**src/rtl/stopwatch_uart_reporter.sv**
```systemverilog
// Sends one "M:ST.t\r\n" snapshot of four BCD stopwatch digits into a UART TX FIFO.
// Optional macro REPORTER_BCD_CHECK_EN: out-of-range digits go out as '?' and raise sticky bcd_err.
module stopwatch_uart_reporter #(
  parameter logic [7:0] SEP_CHAR = 8'h3A,
  parameter logic [7:0] DEC_CHAR = 8'h2E
) (
  input  logic       clk,
  input  logic       rst_n,
  input  logic       start,
  input  logic [3:0] d3,
  input  logic [3:0] d2,
  input  logic [3:0] d1,
  input  logic [3:0] d0,
  input  logic       tx_full,
  output logic       wr_uart,
  output logic [7:0] w_data,
  output logic       busy,
  output logic       done_tick,
  output logic       bcd_err
);

  typedef enum logic [1:0] {IDLE = 2'd0, SEND = 2'd1, DONE = 2'd2} state_t;

  state_t     state_r;
  logic [2:0] idx_r;
  logic [3:0] snap3_r, snap2_r, snap1_r, snap0_r;
  logic       bad3_s, bad2_s, bad1_s, bad0_s;
  logic [7:0] byte_s;

  function automatic logic [7:0] to_ascii(input logic [3:0] digit, input logic bad);
    if (bad) begin
      return 8'h3F;
    end else begin
      return 8'h30 + {4'h0, digit};
    end
  endfunction

`ifdef REPORTER_BCD_CHECK_EN
  logic bcd_err_r;

  function automatic logic digit_bad(input logic [3:0] digit, input logic [3:0] max_digit);
    return (digit > max_digit);
  endfunction

  assign bad3_s  = digit_bad(snap3_r, 4'd9);
  assign bad2_s  = digit_bad(snap2_r, 4'd5);
  assign bad1_s  = digit_bad(snap1_r, 4'd9);
  assign bad0_s  = digit_bad(snap0_r, 4'd9);
  assign bcd_err = bcd_err_r;

  // Sticky error flag, set when an invalid digit set is captured into the snapshot
  always_ff @(posedge clk or negedge rst_n) begin
    if (!rst_n) begin
      bcd_err_r <= 1'b0;
    end else if ((state_r == IDLE) && start &&
                 (digit_bad(d3, 4'd9) || digit_bad(d2, 4'd5) ||
                  digit_bad(d1, 4'd9) || digit_bad(d0, 4'd9))) begin
      bcd_err_r <= 1'b1;
    end
  end
`else
  assign bad3_s  = 1'b0;
  assign bad2_s  = 1'b0;
  assign bad1_s  = 1'b0;
  assign bad0_s  = 1'b0;
  assign bcd_err = 1'b0;
`endif

  // Message byte selected by the current index, built from the snapshot only
  always_comb begin
    byte_s = 8'h00;
    case (idx_r)
      3'd0:    byte_s = to_ascii(snap3_r, bad3_s);
      3'd1:    byte_s = SEP_CHAR;
      3'd2:    byte_s = to_ascii(snap2_r, bad2_s);
      3'd3:    byte_s = to_ascii(snap1_r, bad1_s);
      3'd4:    byte_s = DEC_CHAR;
      3'd5:    byte_s = to_ascii(snap0_r, bad0_s);
      3'd6:    byte_s = 8'h0D;
      3'd7:    byte_s = 8'h0A;
      default: byte_s = 8'h00;
    endcase
  end

  // FIFO write interface; the write strobe must follow tx_full within the same cycle
  always_comb begin
    wr_uart = 1'b0;
    w_data  = 8'h00;
    if (state_r == SEND) begin
      wr_uart = ~tx_full;
      w_data  = byte_s;
    end else begin
      wr_uart = 1'b0;
      w_data  = 8'h00;
    end
  end

  assign busy      = (state_r != IDLE);
  assign done_tick = (state_r == DONE);

  // Control FSM: snapshot capture, byte sequencing and completion
  always_ff @(posedge clk or negedge rst_n) begin
    if (!rst_n) begin
      state_r <= IDLE;
      idx_r   <= 3'd0;
      snap3_r <= 4'd0;
      snap2_r <= 4'd0;
      snap1_r <= 4'd0;
      snap0_r <= 4'd0;
    end else begin
      case (state_r)
        IDLE: begin
          if (start) begin
            snap3_r <= d3;
            snap2_r <= d2;
            snap1_r <= d1;
            snap0_r <= d0;
            idx_r   <= 3'd0;
            state_r <= SEND;
          end
        end
        SEND: begin
          if (!tx_full) begin
            if (idx_r == 3'd7) begin
              state_r <= DONE;
            end else begin
              idx_r <= idx_r + 3'd1;
            end
          end
        end
        DONE: begin
          state_r <= IDLE;
        end
        default: begin
          state_r <= IDLE;
        end
      endcase
    end
  end

endmodule

```
**config.mk**
```make
export PLATFORM = sky130hd
export DESIGN_NAME = stopwatch_uart_reporter
export DESIGN_NICKNAME = d
export VERILOG_FILES = /design/src/rtl/stopwatch_uart_reporter.sv
export SDC_FILE = /design/constraint.sdc
export NUM_CORES = 1
export LEC_CHECK = 0
export CORE_ASPECT_RATIO = 0.6
export CORE_UTILIZATION = 47
export DETAILED_ROUTE_END_ITERATION = 16
export GPL_ROUTABILITY_DRIVEN = 1
export PLACE_DENSITY = 0.84
export SLEW_MARGIN = 10
export SYNTH_ARGS = -nofsm -noshare
export SYNTH_HDL_FRONTEND = slang
export SYNTH_SLANG_ARGS = --single-unit
```
**constraint.sdc**
```tcl
create_clock -name clk -period 2.8 [get_ports clk]
set_input_delay 0.56 -clock clk [delete_from_list [all_inputs] [get_ports clk]]
set_output_delay 0.56 -clock clk [all_outputs]
set_load 0.01 [all_outputs]
```
After elaboration in Yosys (flattened, before gate mapping)

Index checks and enable logic that the tools add are counted.
Widths: inputs -> output; s select.

Register bits: 21
Input port bits: 20
Output and inout bits: 12
Logic and storage cells: 43

$add $sub $neg: 5
Equality and inequality tests: 13
Muxes and demuxes: 11
Bitwise logic cells: 1
Reductions and logical operators: 7

Operator list:

| kind                | count |
|---|---|
| $pmux 8 s8          | 1 |
| $add 6x4->7 const A | 4 |
| $eq 3x3->1 const B  | 4 |
| $mux 3              | 3 |
| $mux 8              | 1 |
| $eq 3x2->1 const B  | 2 |
| $mux 2              | 3 |
| $ne 2x2->1 const B  | 3 |
| $pmux 3 s2          | 1 |
| $pmux 2 s2          | 1 |
| $reduce_and 4->1    | 1 |
| $reduce_bool 2->1   | 2 |
| $add 3x1->3 const B | 1 |
| $eq 3x1->1 const B  | 1 |
| $logic_not 3->1     | 1 |
| $reduce_and 3->1    | 1 |
| $eq 2x1->1 const B  | 1 |
| $eq 2x2->1 const B  | 1 |
| $logic_not 2->1     | 1 |
| $ne 2x1->1 const B  | 1 |
| $reduce_and 2->1    | 1 |
| $mux 1              | 1 |
| $not 1->1           | 1 |

Depth between registers and ports, before layout

Word-level depth: 4
Gate-level depth with buffers: 6

Worst setup path after synthesis

OpenSTA, ideal clock, no wires.

Kind: reg-to-output
From: register idx_r[0]
To: output w_data[1]
Data arrival time: 1.770 ns
Data required time: 2.240 ns
Slack: 0.470 ns
Cell stages (with the launch flop): 6
Cell sequence: dfrtp_1 ha_1 ha_1 a211o_1 or3_4 o221a_1

Cells in the longest elaborated chain, start to end: 3
Elaborated cells between the ends (all ways): 10

Ends and longest elaborated chain:

| what                                     | RTL line | text |
|---|---|---|
| start: declaration                       | 25       | `logic [2:0] idx_r;` |
| start signal: assignment                 | 127      | `idx_r <= idx_r + 3'd1;` |
| $eq 3x3->1, or another cell as far along | 72       | `case (idx_r)` |
| $pmux 8 s8 (*)                           | 72       |  |
| $mux 8 (*)                               | 89       | `if (state_r == SEND) begin` |
| end: declaration                         | 16       | `output logic [7:0] w_data,` |

Mark *: on every way between the ends. The rest lies on a longest branch, timed or not. The select of a mux whose other input is x is not followed.

Final worst setup path

From: register idx_r[0]
To: output w_data[3]

The elaborated chain is that of the path after synthesis.

==> qor.yml <==
status: "complete, no violations"
grt_pass1_wl_mm: 4.11
critPathKind: "reg -> out"
cts_root_buf: "clkbuf_8"
clock_path_buffers: 2
grt_max_degree: 22
tritoncts: "done"
dr.first_iter.drc_count: 61
synth_top_cell_by_area: "dfrtp_1"
boundaryPins: 32
initial_core_util_pct: 51.5
ys_warn_count: 0
combPwrFrac_pct: 57.7
required_ns: 2.24
drive_gt1_share_pct: 33.8
clock_power_share_pct: 10.9
crit_buf_inv: 2
htree_levels: 1
leakage_nw: 0.685
track_usage_pct: 22.1
crit_slowest_cell: "dfrtp_2"
clock.fmax_mhz: 367
cp_common_cell: "ha_4"
synth_area_leaders: "dfrtp_1 45%, mux2_2 16%, ha_1 6.5%"
syn_area_um2: 1160
hpwl_mm: 1.83
p_sw_share_pct: 37.0
gp_congestion: 0.953
die-width_um: 66.0
finalNonFillerCells: 169
avgSynthCellArea_um2: 11.7
rows: 13
core_um2: 2240
post-route-min-period_ns: 2.73
p_sw_w: 0.000655
drc: 0
synth_common_cells: "21 x dfrtp_1, 16 x mux2_2, 6 x ha_1"
final.setup_skew_ns: 0.00178
critPathLaunchType: "flop"
total_power_w: 0.00177
seq_area_frac_synth_pct: 45.5
synthCells: 99
floorplan.die_area_um2: 2670
ant_nets: 0
cts.sinks: 21
yosysMostFrequentCell: "dfrtp_1"
min_period_over_period_pct: 97.4
postSynth.asyncResetShare_pct: 100
routedWlPerCell_um: 15.3
p_seq_share_pct: 31.4
vias_per_cell: 5.56
fin_nets: 166
routed_wl_mm: 2.58
powerDensity_nw_per_um2: 1100
maxSlewViolCount: 0
cap_violations: 0
via_count: 940
crit_path_max_incr_delay_ns: 0.45
setup.worst_path.end_class: "output port"
ys.flop_type: "dfrtp_1"
synth-edff-count: 0
crit_family: "compound AO/OA/AOI/OAI gates"
path_max_fanout: 4
cp.arrival_ns: 2.17
antenna_found_initial: 0
cts.clk_slew.worst_paths_ns: 0.07
setup_viol: 0
cp_cell_sequence: "ha_4 -> ha_4 -> a211o_1 -> or3_4 -> buf_6 -> o221a_1 -> buf_2"
die_y_um: 40.4
hp-class: "reg -> reg"
num_antenna_cells: 0
grt_pass1_vias: 858
grt.overflow.total: 0
io_buffer_count: 28
clkLatencyLatePin_ns: 0.26
drtPass1Iterations: 4
vdd_drop_max_uv: 562
area_delta_synth_final_pct: 39.4
yosysTopAreaCellShare_pct: 45.5
hold_viol_final: 0
numCtsBuffers: 3
synth_seq_cells: 21
holdWs_ns: 0.509
p_int_w: 0.00112
numPlacedInstances: 160
ys_types: 33
[power groups by stage]
stage,registers (W),logic [W],clock network (W)
3_5_place_dp,0.000548,0.000936,0
4_1_cts,0.000543,0.000948,0.000200
6_report,0.000556,0.00102,0.000193
5_1_grt,0.000580,0.00111,0.000210
2_1_floorplan,0.000515,0.000579,0
3_3_place_gp,0.000549,0.000910,0
[flip-flops by register name (all words and copies together) (netlist names)]
signal / flops
snap0_r: 4
snap1_r: 4
snap2_r: 4
snap3_r: 4
idx_r: 3
state_r: 2
[path summary, 6_finish.rpt]
| check | startpoint | endpoint | slack, ns | cells past startpoint |
|---|---|---|---|---|
| hold reg to reg | snap1_r[0]$_DFFE_PN0P_ | snap1_r[0]$_DFFE_PN0P_ | 0.51 | 1 |
| setup / recovery | idx_r[0]$_DFFE_PN0P_ | w_data[3] | 0.07 | 7 |
| hold / removal | snap1_r[0]$_DFFE_PN0P_ | snap1_r[0]$_DFFE_PN0P_ | 0.51 | 1 |
| max in group asynchronous | rst_n | idx_r[0]$_DFFE_PN0P_ | 1.93 | 2 |
| setup reg to reg | idx_r[0]$_DFFE_PN0P_ | idx_r[0]$_DFFE_PN0P_ | 0.74 | 7 |
| min in group asynchronous | rst_n | state_r[0]$_DFFE_PN0P_ | 0.63 | 2 |
[metal layers]
| layer | GRT usage, % | up-vias | share of wire [%] |
|---|---|---|---|
| met3 | 8.24 | 4 | 8.5 |
| li1 | - | 435 | - |
| met2 | 32.7 | 49 | 40 |
| met5 | 0 | - | 0 |
| met1 | 30.6 | 452 | 50 |
| met4 | 5.32 | 0 | 0.97 |
[placed cells by master (no fill, tap or decap), drive strengths merged, types with 2 or more instances in the layout]
cell type | Yosys | layout
nand2b | 2 | 2
dlygate4sd2 | 0 | 2
nor2b | 3 | 3
inv | 5 | 5
buf | 6 | 15
conb | 1 | 3
o221a | 2 | 2
ha | 6 | 6
nand2 | 3 | 3
a32oi | 2 | 2
mux2i | 2 | 2
or3 | 2 | 2
a21oi | 5 | 5
o41ai | 2 | 2
clkdlybuf4s50 | 0 | 22
nor2 | 4 | 4
dfrtp | 21 | 21
o21ai | 5 | 5
clkbuf | 0 | 4
mux2 | 16 | 16
[cell type report]
| class | count | area [µm²] |
|---|---|---|
| Timing Repair Buffer | 40 | 363 |
| Multi-Input combinational cell | 69 | 619 |
| Inverter | 5 | 18.8 |
| Tap cell | 30 | 37.5 |
| Clock buffer | 4 | 45.0 |
| Sequential cell | 21 | 528 |
| Fill cell | 154 | 633 |
[timing repair]
item,in CTS,in global routing
setup endpoints to repair,6,6
gates resized for setup,15,14
hold buffers,0,0
setup buffers,5,0
pin swaps,0,2
[metrics by stage]
step                      instance area, µm²  util [%]  setup slack, ns   TNS, ns
after floorplan                         1160         -            0.470         0
after global placement                  1490      66.3           0.0734         0
after detailed placement                1490      66.3           0.0139         0
after CTS                               1560      69.6          0.00164         0
after global routing                    1610      71.8         -0.00425  -0.00425
final                                   1610      71.8           0.0717         0
[cell families (layout without fill, tap and decap cells)]
logic type / count (synthesis) / after routing / synth area share [%]
compound gates: 25 / 25 / 15.8
flops: 21 / 21 / 45.5
mux: 18 / 18 / 17.3
simple gates: 17 / 17 / 8.98
buf+inv: 11 / 49 / 5.63
fa+ha+maj: 6 / 6 / 6.49
other cells: 1 / 3 / 0.324
No activity file was read; power rests on OpenSTA's default activity.
